[config.mk]
export PLATFORM = sky130hd
export DESIGN_NAME = mem_access_unit
export DESIGN_NICKNAME = d
export VERILOG_FILES = /design/src/rtl/control_unit_pkg.sv /design/src/rtl/mem_access_unit_lane_aligner.sv /design/src/rtl/mem_access_unit.sv
export SDC_FILE = /design/constraint.sdc
export NUM_CORES = 1
export LEC_CHECK = 0
export CELL_PAD_IN_SITES_DETAIL_PLACEMENT = 0
export CELL_PAD_IN_SITES_GLOBAL_PLACEMENT = 1
export CORE_MARGIN = 1.5
export CORE_UTILIZATION = 30
export DETAILED_ROUTE_END_ITERATION = 7
export GPL_ROUTABILITY_DRIVEN = 1
export HOLD_SLACK_MARGIN = 0.05
export PLACE_DENSITY = 0.79
export SKIP_LAST_GASP = 1
export SLEW_MARGIN = 10
export SYNTH_ARGS = -nofsm -noshare
export SYNTH_HDL_FRONTEND = slang
export SYNTH_SLANG_ARGS = --single-unit
[constraint.sdc]
create_clock -name clock -period 11.31 [get_ports clock]
set_clock_uncertainty 0.15 [all_clocks]
set_input_delay 1.131 -clock clock [delete_from_list [all_inputs] [get_ports clock]]
set_output_delay 1.131 -clock clock [all_outputs]
set_load 0.005 [all_outputs]
[src/rtl/control_unit_pkg.sv]
// Shared types and helpers for the control unit and its memory-side responder.
package control_unit_pkg;

  typedef enum logic [1:0] {
    MEM_IDLE   = 2'd0,
    MEM_ACCESS = 2'd1,
    MEM_DONE   = 2'd2
  } mem_access_state_t;

  // Number of set bits in a byte-enable mask (masks up to 16 lanes).
  function automatic logic [4:0] mask_popcount(input logic [15:0] mask);
    logic [4:0] cnt;
    cnt = '0;
    for (int i = 0; i < 16; i++) cnt = cnt + {4'd0, mask[i]};
    return cnt;
  endfunction

endpackage

[src/rtl/mem_access_unit_lane_aligner.sv]
// lane_aligner: combinational byte-lane shifting for requests and sign/zero extension for read data.
module lane_aligner
  import control_unit_pkg::*;
#(
  parameter int BYTE_NUM = 8
) (
  input  logic [$clog2(BYTE_NUM)-1:0] req_off,
  input  logic [BYTE_NUM-1:0]         req_byte_en,
  input  logic [8*BYTE_NUM-1:0]       req_data,
  output logic [BYTE_NUM-1:0]         req_sel,
  output logic [8*BYTE_NUM-1:0]       req_data_shifted,
  output logic                        misaligned,
  input  logic [$clog2(BYTE_NUM)-1:0] rd_off,
  input  logic [BYTE_NUM-1:0]         rd_byte_en,
  input  logic                        rd_signed,
  input  logic [8*BYTE_NUM-1:0]       rd_raw,
  output logic [8*BYTE_NUM-1:0]       rd_ext
);

  localparam int OFFSET    = $clog2(BYTE_NUM);
  localparam int DATA_SIZE = 8 * BYTE_NUM;

  logic [4:0]           size;
  logic [OFFSET-1:0]    size_m1;
  logic [DATA_SIZE-1:0] rd_shifted;
  logic                 sign_bit;

  // Legal sizes are powers of two, so "offset multiple of size" is a mask test.
  assign size       = mask_popcount(16'(req_byte_en));
  assign size_m1    = OFFSET'(size - 5'd1);
  assign misaligned = |(req_off & size_m1);

  assign req_sel          = req_byte_en << req_off;
  assign req_data_shifted = req_data << {req_off, 3'b000};
  assign rd_shifted       = rd_raw >> {rd_off, 3'b000};

  // Sign comes from the MSB of the highest enabled byte.
  always_comb begin
    sign_bit = 1'b0;
    for (int i = 0; i < BYTE_NUM; i++) begin
      if (rd_byte_en[i]) sign_bit = rd_shifted[8*i+7];
    end
    rd_ext = '0;
    for (int i = 0; i < BYTE_NUM; i++) begin
      rd_ext[8*i +: 8] = rd_byte_en[i] ? rd_shifted[8*i +: 8] : {8{rd_signed & sign_bit}};
    end
  end

endmodule

[src/rtl/mem_access_unit.sv]
// Load/store responder: one Wishbone-classic cycle per aligned request, misaligned requests rejected.
// Optional ack timeout enabled by defining MEM_ACCESS_TIMEOUT_EN.
module mem_access_unit
  import control_unit_pkg::*;
#(
  parameter int BYTE_NUM       = 8,
  parameter int TIMEOUT_CYCLES = 255
) (
  input  logic                  clock,
  input  logic                  reset,
  input  logic                  mem_rd_en,
  input  logic                  mem_wr_en,
  input  logic [BYTE_NUM-1:0]   mem_byte_en,
  input  logic                  mem_signed,
  input  logic [8*BYTE_NUM-1:0] addr,
  input  logic [8*BYTE_NUM-1:0] wr_data,
  output logic [8*BYTE_NUM-1:0] rd_data,
  output logic                  done,
  output logic                  stall,
  output logic                  load_misaligned,
  output logic                  store_misaligned,
  output logic                  access_fault,
  output logic                  wb_cyc,
  output logic                  wb_stb,
  output logic                  wb_we,
  output logic [BYTE_NUM-1:0]   wb_sel,
  output logic [8*BYTE_NUM-1:0] wb_adr,
  output logic [8*BYTE_NUM-1:0] wb_dat_o,
  input  logic [8*BYTE_NUM-1:0] wb_dat_i,
  input  logic                  wb_ack
);

  localparam int OFFSET    = $clog2(BYTE_NUM);
  localparam int DATA_SIZE = 8 * BYTE_NUM;

  if (BYTE_NUM < 2 || BYTE_NUM > 16) begin : g_bad_byte_num
    $error("mem_access_unit: BYTE_NUM must be 2..16");
  end
  if (TIMEOUT_CYCLES < 1) begin : g_bad_timeout
    $error("mem_access_unit: TIMEOUT_CYCLES must be at least 1");
  end

  mem_access_state_t state_q, state_d;

  logic                 req, is_store, req_misaligned;
  logic [OFFSET-1:0]    req_off, off_q;
  logic [BYTE_NUM-1:0]  req_sel, be_q;
  logic [DATA_SIZE-1:0] req_data_shifted, rd_ext;
  logic                 signed_q;
  logic                 capture, load_finish, finish, ld_mis_d, st_mis_d, timeout_hit;

  assign req      = mem_rd_en | mem_wr_en;
  assign is_store = mem_wr_en;
  assign req_off  = addr[OFFSET-1:0];

  lane_aligner #(.BYTE_NUM(BYTE_NUM)) u_lane_aligner (
    .req_off          (req_off),
    .req_byte_en      (mem_byte_en),
    .req_data         (wr_data),
    .req_sel          (req_sel),
    .req_data_shifted (req_data_shifted),
    .misaligned       (req_misaligned),
    .rd_off           (off_q),
    .rd_byte_en       (be_q),
    .rd_signed        (signed_q),
    .rd_raw           (wb_dat_i),
    .rd_ext           (rd_ext)
  );

  always_comb begin
    state_d     = state_q;
    stall       = 1'b0;
    capture     = 1'b0;
    load_finish = 1'b0;
    finish      = 1'b0;
    ld_mis_d    = 1'b0;
    st_mis_d    = 1'b0;
    unique case (state_q)
      MEM_IDLE: begin
        if (req) begin
          stall = 1'b1;
          if (req_misaligned) begin
            state_d  = MEM_DONE;
            finish   = 1'b1;
            ld_mis_d = ~is_store;
            st_mis_d = is_store;
          end else begin
            state_d = MEM_ACCESS;
            capture = 1'b1;
          end
        end
      end
      MEM_ACCESS: begin
        stall = 1'b1;
        if (wb_ack) begin
          state_d     = MEM_DONE;
          finish      = 1'b1;
          load_finish = ~wb_we;
        end else if (timeout_hit) begin
          state_d = MEM_DONE;
          finish  = 1'b1;
        end
      end
      MEM_DONE: state_d = MEM_IDLE;
      default:  state_d = MEM_IDLE;
    endcase
  end

  always_ff @(posedge clock or posedge reset) begin
    if (reset) begin
      state_q          <= MEM_IDLE;
      done             <= 1'b0;
      load_misaligned  <= 1'b0;
      store_misaligned <= 1'b0;
      wb_cyc           <= 1'b0;
      wb_stb           <= 1'b0;
      wb_we            <= 1'b0;
      wb_sel           <= '0;
      wb_adr           <= '0;
      wb_dat_o         <= '0;
      off_q            <= '0;
      be_q             <= '0;
      signed_q         <= 1'b0;
      rd_data          <= '0;
    end else begin
      state_q          <= state_d;
      done             <= finish;
      load_misaligned  <= ld_mis_d;
      store_misaligned <= st_mis_d;
      if (capture) begin
        wb_cyc   <= 1'b1;
        wb_stb   <= 1'b1;
        wb_we    <= is_store;
        wb_sel   <= req_sel;
        wb_adr   <= {addr[DATA_SIZE-1:OFFSET], {OFFSET{1'b0}}};
        wb_dat_o <= req_data_shifted;
        off_q    <= req_off;
        be_q     <= mem_byte_en;
        signed_q <= mem_signed;
      end else if (finish && state_q == MEM_ACCESS) begin
        wb_cyc <= 1'b0;
        wb_stb <= 1'b0;
      end
      if (load_finish) rd_data <= rd_ext;
    end
  end

`ifdef MEM_ACCESS_TIMEOUT_EN
  localparam int CNT_W = (TIMEOUT_CYCLES > 255) ? $clog2(TIMEOUT_CYCLES + 1) : 8;

  logic [CNT_W-1:0] timeout_cnt;

  // Counter reads k during the (k+1)th Access cycle; it would reach TIMEOUT_CYCLES on the abort edge.
  assign timeout_hit = (timeout_cnt == CNT_W'(TIMEOUT_CYCLES - 1));

  always_ff @(posedge clock or posedge reset) begin
    if (reset) begin
      timeout_cnt  <= '0;
      access_fault <= 1'b0;
    end else begin
      access_fault <= (state_q == MEM_ACCESS) && !wb_ack && timeout_hit;
      if (capture) timeout_cnt <= '0;
      else if (state_q == MEM_ACCESS) timeout_cnt <= timeout_cnt + CNT_W'(1);
    end
  end
`else
  assign timeout_hit  = 1'b0;
  assign access_fault = 1'b0;
`endif

endmodule

# == After elaboration in Yosys (flattened, before gate mapping) ==
# Cells that the tools add are included.
# word_totals
out_inout_bits,208
input_bits,206
word_cells,76
regBits,216
# op_classes
muxes,39
n_bitwise,5
n_eq_ne,3
addsub,8
reduce_logical,5
n_shift,3
# op_table
op,count
8-bit two-way mux,8
64-bit by 6-bit left shift with 64-bit output,1
64-bit by 6-bit right shift with 64-bit output,1
1-bit two-way mux,25
3-bit by 1-bit adder with 3-bit output,6
8-bit by 3-bit left shift with 8-bit output,1
2-bit two-way mux,3
2-bit inequality test (second input constant),2
1-bit case mux with 2 select lines,2
2-bit case mux with 2 select lines,1
3-bit bitwise AND,1
3-bit OR reduction,1
3-bit by 1-bit subtractor with 3-bit output (second input constant),1
1-bit by 1-bit adder with 2-bit output,1
2-bit by 1-bit == test with 1-bit output (second input constant),1
2-bit logical NOT,1
1-bit inverter,2
2-bit AND reduction,1
2-bit nonzero test,1
1-bit bitwise AND,1
1-bit logical AND,1
1-bit bitwise OR,1

# == Longest topological paths before layout ==
# Gate-level depths: netlist of the first run.
# depth
word_depth,16
ltp_mapped,17
ltp_nobuf,14

# == Hierarchy ==
# A second synthesis of the first run with hierarchy kept.
# unflattened
cells_unflattened,1129
area_unflattened_um2,12762.2
# by_module_without_submodules
mod,cells_per_inst,n_inst,area_each_um2,seq_area_each_um2
mem_access_unit,471,1,8151.6,5405.2
lane_aligner,658,1,4610.7,0.0

# == Worst setup path before layout of the first run ==
# OpenSTA, ideal clock, no wires.
# synth_path
path_kind,input port to flip-flop
startpoint,input mem_byte_en[0]
endpoint,register wb_dat_o[48]
setup_time_ns,0.125
arrival_time_ns,4.630
path_slack_ns,6.406
t_required_ns,11.035
path_stages,15
path_buffers,2
path_cell_list,ha_1 -> inv_1 -> ha_1 -> fa_1 -> fa_1 -> inv_1 -> ha_1 -> inv_1 -> fa_1 -> inv_1 -> a222oi_1 -> and2_1 -> buf_2 -> buf_2 -> mux2_2
# synth_via
elab_chain_cells,13
# synth_rtl
item,line_no,source
from (decl),mem_access_unit.sv:13,"input logic [BYTE_NUM-1:0] mem_byte_en,"
1-bit by 1-bit adder with 2-bit output,control_unit_pkg.sv:14,"for (int i = 0; i < 16; i++) cnt = cnt + {4'd0, mask[i]};"
3-bit by 1-bit adder with 3-bit output (6 in a row),control_unit_pkg.sv:14,
3-bit by 1-bit subtractor with 3-bit output,mem_access_unit_lane_aligner.sv:30,assign size_m1 = OFFSET'(size - 5'd1);
3-bit bitwise AND,mem_access_unit_lane_aligner.sv:31,assign misaligned = |(req_off & size_m1);
3-bit OR reduction,mem_access_unit_lane_aligner.sv:31,
1-bit two-way mux,mem_access_unit.sv:82,if (req_misaligned) begin
1-bit two-way mux,mem_access_unit.sv:80,if (req) begin
1-bit two-way mux,mem_access_unit.sv:78,unique case (state_q)
to (signal assigned),mem_access_unit.sv:136,wb_dat_o <= req_data_shifted;
to (decl),mem_access_unit.sv:28,"output logic [8*BYTE_NUM-1:0] wb_dat_o,"
# Every way passes these cells.
# A chain may end at the register's enable or synchronous reset.

# == Final worst setup path of the first run ==
# Same ends and word-level chain as after synthesis.

==> impl_metrics.py, run 1 <==
metrics = {
    "run_status": {
        "status": "finished, final reports clean",
    },
    "yosys": {
        "synth_top_cell_by_area": "dfrtp_1",
        "syn_area_per_cell_um2": 9.45,
        "ys_async_sr_fraction_pct": 100,
        "synth_area_mm2": 0.0122,
        "seq_area_frac_synth_pct": 44.2,
        "synth_ff_type": "dfrtp_1",
        "yosysUniqueCellTypes": 63,
        "yosys.area.top_type_share_pct": 44.2,
        "ys_ff_latch": 216,
        "synth_edf_count": 0,
        "ys_top_cells_by_area": "dfrtp_1 44%, nand2_1 9.7%, mux4_2 9.6%",
        "synthCells": 1295,
        "yosys_warnings": 0,
    },
    "job": {
        "drv_cap": 0,
    },
    "die": {
        "die_h_um": 205,
        "die_x_um": 205,
        "dieArea_mm2": 0.0420,
        "ios": 414,
        "coreArea_mm2": 0.0400,
        "start_util_pct": 30.6,
        "num_rows": 73,
    },
    "worst_hold_path": {
        "holdPathStages": 2,
        "hold_class": "flop to flop",
    },
    "cts": {
        "cts.repair.resized": 0,
        "cts-root-buf": "clkbuf_16",
        "cts_max_path_buffers": 3,
        "cts_tree": "built",
        "postCtsSetupBuffers": 0,
        "clk-insertion-delay-late_ns": 0.55,
        "postCtsHoldBufs": 0,
        "cts-buffers-inserted": 27,
        "cts.clk_slew.worst_paths_ns": 0.06,
        "cts.sinks": 216,
        "htree_levels": 1,
    },
    "route": {
        "routed_via_density": 5.24,
        "first_pass_iters": 5,
        "wire_per_inst_um": 21.9,
        "drtIter0Drc": 789,
        "drt-total-wl_um": 47900,
        "ant_nets": 0,
        "post-route-drc-count": 0,
        "vias": 11484,
    },
    "final_layout": {
        "final_nets": 1859,
        "fin_cells": 2190,
        "synthToLayoutAreaGrowth_pct": 43.4,
        "drive_gt1_share_pct": 10.1,
        "utilization_pct": 43.8,
        "antenna_cells": 0,
        "fillCellCount": 3940,
    },
    "timing": {
        "tightestPinTransition_ns": 1.19,
        "maxSlewViolCount": 0,
        "min_period_ns": 6.54,
        "hold_viol": 0,
        "setup_viol": 0,
        "fin_tns_setup_ns": 0,
        "slew_headroom_pct": 20.7,
        "post-route-period-util_pct": 57.8,
        "timing.fmax_mhz": 153,
        "grt_setup_unrepaired": "false",
    },
    "worst_setup_path": {
        "cp_max_fo": 84,
        "r2r_cells": 6,
        "endpoint_kind": "flop",
        "crit_slowest_cell": "buf_4",
        "cp-start-kind": "input port",
        "crit_arrival_ns": 6.83,
        "critPathMostFrequentCell": "inv_1",
        "worst-setup-path-type": "input port to flop",
        "worst_ep_required_time_ns": 11.60,
        "cp_cell_sequence": "clkdlybuf4s50_1, ha_1, inv_1, ha_1, fa_1, fa_1, inv_1, ha_1, inv_1, fa_1, inv_1, a222oi_1, and2_4, buf_4, mux2_2",
        "cpPeakStageDelay_ns": 0.82,
    },
    "global_route": {
        "grt_pass1_vias": 11492,
        "grt_max_degree": 108,
        "grt_overflow": 0,
        "antenna_found_initial": 4,
        "track_usage_pct": 22.0,
        "grt_pass1_wl_um": 70400,
    },
    "placed_design": {
        "place_congestion": 0.908,
        "place_inst": 2141,
        "port_buffers": 409,
        "hpwl_um": 34600,
    },
    "power_and_ir_drop": {
        "ir_drop_v": 0.000119,
        "powerDensity_mw_per_mm2": 259,
        "power.leakage_nw": 7.41,
        "p_total_w": 0.00455,
    },
}
==> worst paths after layout <==
check / end / slack, ns / from
max reg2reg: rd_data[63] / 7.66 / off_q[2]
min: wb_dat_o[15] / 0.31 / wb_dat_o[15]
min in group asynchronous: rd_data[0] / 0.93 / reset
max: wb_dat_o[48] / 4.77 / mem_byte_en[0]
max in group asynchronous: off_q[0] / 8.59 / reset
min reg2reg: wb_dat_o[15] / 0.31 / wb_dat_o[15]
==> routing by layer <==
| layer | track usage [%] | vias to the layer above | part of all wire (%) |
|---|---|---|---|
| li1 | - | 5251 | - |
| met1 | 26.2 | 5659 | 38 |
| met2 | 36.7 | 482 | 48 |
| met3 | 7.52 | 84 | 10 |
| met4 | 8.29 | 8 | 3.6 |
| met5 | 0 | - | 0.10 |
==> cell type report <==
class | instances | area (um2) | share of cell area (%)
timing repair buffer | 423 | 4190 | 23.9
tap | 525 | 657 | 3.74
clock inverter | 12 | 103 | 0.585
sequential | 216 | 5410 | 30.8
inverter | 27 | 109 | 0.621
clock buffer | 37 | 783 | 4.47
multi-input combinational | 950 | 6290 | 35.8
==> stage by stage <==
step | setup WS (ns) | area, um2 | hold slack [ns]
after floorplan | 4.12 | 12200 | 0.313
after global placement | 4.20 | 16700 | 0.304
after detailed placement | 4.14 | 16700 | 0.306
after CTS | 4.74 | 17500 | 0.322
after global routing | 4.46 | 17500 | 0.349
final | 4.77 | 17500 | 0.314
==> critical path: cells and delay by family <==
family / cells / cell delay, ns
adders and majority gates: 6 / 2.15
and+or+nand+nor: 1 / 0.75
buffers and inverters: 6 / 1.56
AOI/OAI and AO/OA: 1 / 0.71
muxes: 1 / 0.41
==> report_power, final <==
group / internal (W) / total, W / switching [W]
clock: 0.000507 / 0.000871 / 0.000364
sequential: 0.00114 / 0.00141 / 0.000264
combinational: 0.00113 / 0.00227 / 0.00114
==> placed cells by master, fill, tap and decap left out, types with 26 or more instances in the layout <==
| master | instances |
|---|---|
| o21ai_0 | 40 |
| dfrtp_1 | 213 |
| clkdlybuf4s50_1 | 407 |
| inv_1 | 26 |
| mux2i_1 | 74 |
| mux4_2 | 52 |
| nand2_1 | 315 |
| a21oi_1 | 104 |
| clkbuf_16 | 27 |
| nor2_1 | 129 |
==> registers in the layout, indices dropped and copies added, names as in the netlist <==
register / count
wb_sel: 8
done: 1
wb_we: 1
wb_adr: 61
be_q: 8
store_misaligned: 1
rd_data: 64
wb_stb: 1
signed_q: 1
wb_dat_o: 64
off_q: 3
state_q: 2
load_misaligned: 1
==> kinds of logic after synthesis <==
group / synth area share, %
AND/OR/NAND/NOR: 16.8
AO/OA/AOI/OAI: 14.9
flip-flops: 44.2
multiplexers: 18.3
buffers and inverters: 4.68
adder cells (fa/ha/maj): 1.00
XOR/XNOR: 0.143
other: 0.0306
==> Yosys cell counts (all sizes together) (2+ instances only) <==
cell type  instances
nand2            317
o211ai            18
o22ai              3
clkbuf            58
o31ai             18
a22o               5
mux2i             74
o21a               9
fa                 3
nand2b             5
a21oi            104
or2                2
nand3             21
nor3b              2
nor2             130
o21ai             52
nor2b             12
a31oi             14
mux4              52
inv               27
o221ai             7
a211oi            11
buf               47
o2bb2ai            3
nor4               4
a211o              2
nor4b              2
dfrtp            216
mux2              28
o22a               2
a32o               2
a221oi            20
ha                 5
nor3               7
No activity file was read; power rests on OpenSTA's default activity.
==> run 2, diff against run 1 <==
--- a/config.mk
+++ b/config.mk
@@ -12,7 +12,7 @@
 export DETAILED_ROUTE_END_ITERATION = 7
 export GPL_ROUTABILITY_DRIVEN = 1
 export HOLD_SLACK_MARGIN = 0.05
-export PLACE_DENSITY = 0.79
+export PLACE_DENSITY = 0.82
 export SKIP_LAST_GASP = 1
 export SLEW_MARGIN = 10
 export SYNTH_ARGS = -nofsm -noshare
==> constraint.sdc (replaced) <==
create_clock -name clock -period 5.8 [get_ports clock]
set_clock_uncertainty 0.15 [all_clocks]
set_input_delay 0.58 -clock clock [delete_from_list [all_inputs] [get_ports clock]]
set_output_delay 0.58 -clock clock [all_outputs]
set_load 0.005 [all_outputs]
==> impl_metrics.py, run 2 (synthesis results as in run 1) <==
metrics = {
    "run_status": {
        "status": "finished, final reports clean",
    },
    "worst_setup_path": {
        "cp_max_fo": 46,
        "critical-path-top-delay-family": "adder cells",
        "path_buf_inv": 7,
        "r2r_cells": 5,
        "crit_arrival_ns": 4.93,
        "endpoint_kind": "flop",
        "crit_slowest_cell": "clkdlybuf4s50_1",
        "cp_cell_sequence": "clkdlybuf4s50_1, ha_1, inv_1, ha_1, fa_1, fa_1, inv_1, ha_1, inv_1, fa_1, inv_1, a222oi_1, buf_4, nand2_4, buf_4, o31ai_1",
        "worst_ep_required_time_ns": 6.09,
        "critPathMostFrequentCell": "inv_1",
        "rrSetupSlack_ns": 2.45,
        "cpPeakStageDelay_ns": 0.53,
        "regToRegStartpoint": "off_q[0]",
        "worst-setup-path-type": "input port to flop",
        "r2r-end": "rd_data[63]",
        "cp-start-kind": "input port",
    },
    "worst_hold_path": {
        "hold_class": "flop to flop",
        "hp-start": "wb_dat_o[15]",
        "holdPathStages": 2,
        "timing.hold.worst_endpoint": "wb_dat_o[15]",
    },
    "route": {
        "ant_nets": 0,
        "wl_met1_um": 18300,
        "drt-total-wl_um": 46800,
        "drtIter0Drc": 726,
        "topRoutingLayerUsed": "met4",
        "first_pass_iters": 5,
        "routed_via_density": 5.19,
        "post-route-drc-count": 0,
        "routed-wl-met3_um": 4310,
        "wire_per_inst_um": 21.3,
        "vias": 11402,
        "met2_length_um": 22600,
    },
    "placed_design": {
        "hpwl_um": 34600,
        "port_buffers": 409,
        "place_inst": 2146,
        "place_congestion": 0.940,
    },
    "cts": {
        "cts.repair.resized": 0,
        "postCtsHoldBufs": 0,
        "cts-buffers-inserted": 27,
        "cts_max_path_buffers": 3,
        "htree_levels": 1,
        "cts-root-buf": "clkbuf_16",
        "cts.clk_slew.worst_paths_ns": 0.05,
        "clk-insertion-delay-late_ns": 0.55,
        "postCtsSetupBuffers": 0,
        "cts_tree": "built",
        "cts.sinks": 216,
    },
    "die": {
        "die_x_um": 205,
        "num_rows": 73,
        "ios": 414,
        "dieArea_mm2": 0.0420,
        "die_h_um": 205,
        "coreArea_mm2": 0.0400,
        "start_util_pct": 30.6,
    },
    "timing": {
        "fin_tns_setup_ns": 0,
        "slew_headroom_pct": 17.9,
        "min_period_ns": 4.64,
        "tightestPinTransition_ns": 1.22,
        "grt_setup_unrepaired": "false",
        "setup_viol": 0,
        "maxSlewViolCount": 0,
        "hold_viol": 0,
        "post-route-period-util_pct": 80.0,
        "timing.fmax_mhz": 216,
    },
    "final_layout": {
        "regArea_mm2": 0.00541,
        "multi_input_area_mm2": 0.00629,
        "antenna_cells": 0,
        "fin_cells": 2196,
        "drive_gt1_share_pct": 10.5,
        "fillCellCount": 3842,
        "synthToLayoutAreaGrowth_pct": 44.8,
        "most-common-layout-cells": "407 x clkdlybuf4s50_1, 315 x nand2_1, 213 x dfrtp_1",
        "final_common_cell": "clkdlybuf4s50_1",
        "final_nets": 1864,
        "top_regs": "rd_data: 64 flops, wb_dat_o: 64 flops, wb_adr: 61 flops",
    },
    "power_and_ir_drop": {
        "power_frac_seq_pct": 30.3,
        "swShare_pct": 37.9,
        "p_int_w": 0.00562,
        "comb_power_share_pct": 49.4,
        "p_total_w": 0.00905,
        "power_frac_clock_pct": 20.3,
        "power.leakage_nw": 7.49,
        "p_sw_w": 0.00343,
        "ir_drop_v": 0.000251,
        "powerDensity_mw_per_mm2": 511,
    },
    "global_route": {
        "grt_pass1_vias": 11576,
        "track_usage_pct": 21.6,
        "grt_overflow": 0,
        "antenna_found_initial": 0,
        "grt_pass1_wl_um": 69700,
        "grt_max_degree": 144,
    },
    "job": {
        "drv_cap": 0,
    },
}
run 2: cell count changes in the layout (fill, tap and decap cells not counted), sizes merged:
| cell | previous run | this run |
|---|---|---|
| clkinv | 5 | 6 |
| bufinv | 1 | 5 |
| buf | 16 | 21 |
| clkbuf | 37 | 34 |
| inv | 29 | 28 |
run 2: area by class of cell:
class,instances,area share (%)
multi-input cells,950,35.5
flip-flops and latches,216,30.5
repair buffers,428,24.2
clock buffers,34,4.24
well taps,525,3.71
clock inverters,16,1.24
inverters,27,0.593
run 2: worst max-delay path by stage:
| stage | start | end | slack (ns) | cells past startpoint |
|---|---|---|---|---|
| after floorplan | mem_byte_en[0] | wb_dat_o[48] | 1.45 | 15 |
| after CTS | mem_byte_en[0] | wb_dat_o[31] | 1.17 | 16 |
| after global routing | mem_byte_en[0] | wb_dat_o[31] | 0.91 | 16 |
| after detailed placement | mem_byte_en[0] | wb_dat_o[31] | 0.58 | 16 |
| after global placement | mem_byte_en[0] | wb_dat_o[44] | 0.63 | 17 |
| final | mem_byte_en[0] | wb_dat_o[31] | 1.16 | 16 |
run 2: power groups by stage:
stage,logic (W),registers (W),clock network (W)
after floorplan,0.00223,0.00267,0
after global placement,0.00444,0.00274,0
after detailed placement,0.00448,0.00275,0
after CTS,0.00450,0.00274,0.00189
after global routing,0.00486,0.00283,0.00195
final,0.00447,0.00274,0.00183
run 2: metal layers:
metal	track usage, %	vias up
met5	0	-
met4	7.61	0
li1	-	5262
met3	5.89	70
met1	26.5	5548
met2	36.4	522
run 2: worst min-delay path: stages, from the launching register on:
cell,delay [ns]
dfrtp_1,0.34
nand2_1,0.05
nand2_1,0.04
run 2: metrics by stage:
stage                     cell area [um2]  setup slack [ns]  utilization (%)  hold WS, ns
final                               17700              1.16             44.3        0.315
after global routing                17700             0.913             44.3        0.347
after CTS                           17700              1.17             44.3        0.306
after detailed placement            16700             0.580             41.9        0.308
after global placement              16700             0.634             41.8        0.303
after floorplan                     12300              1.45                -        0.313
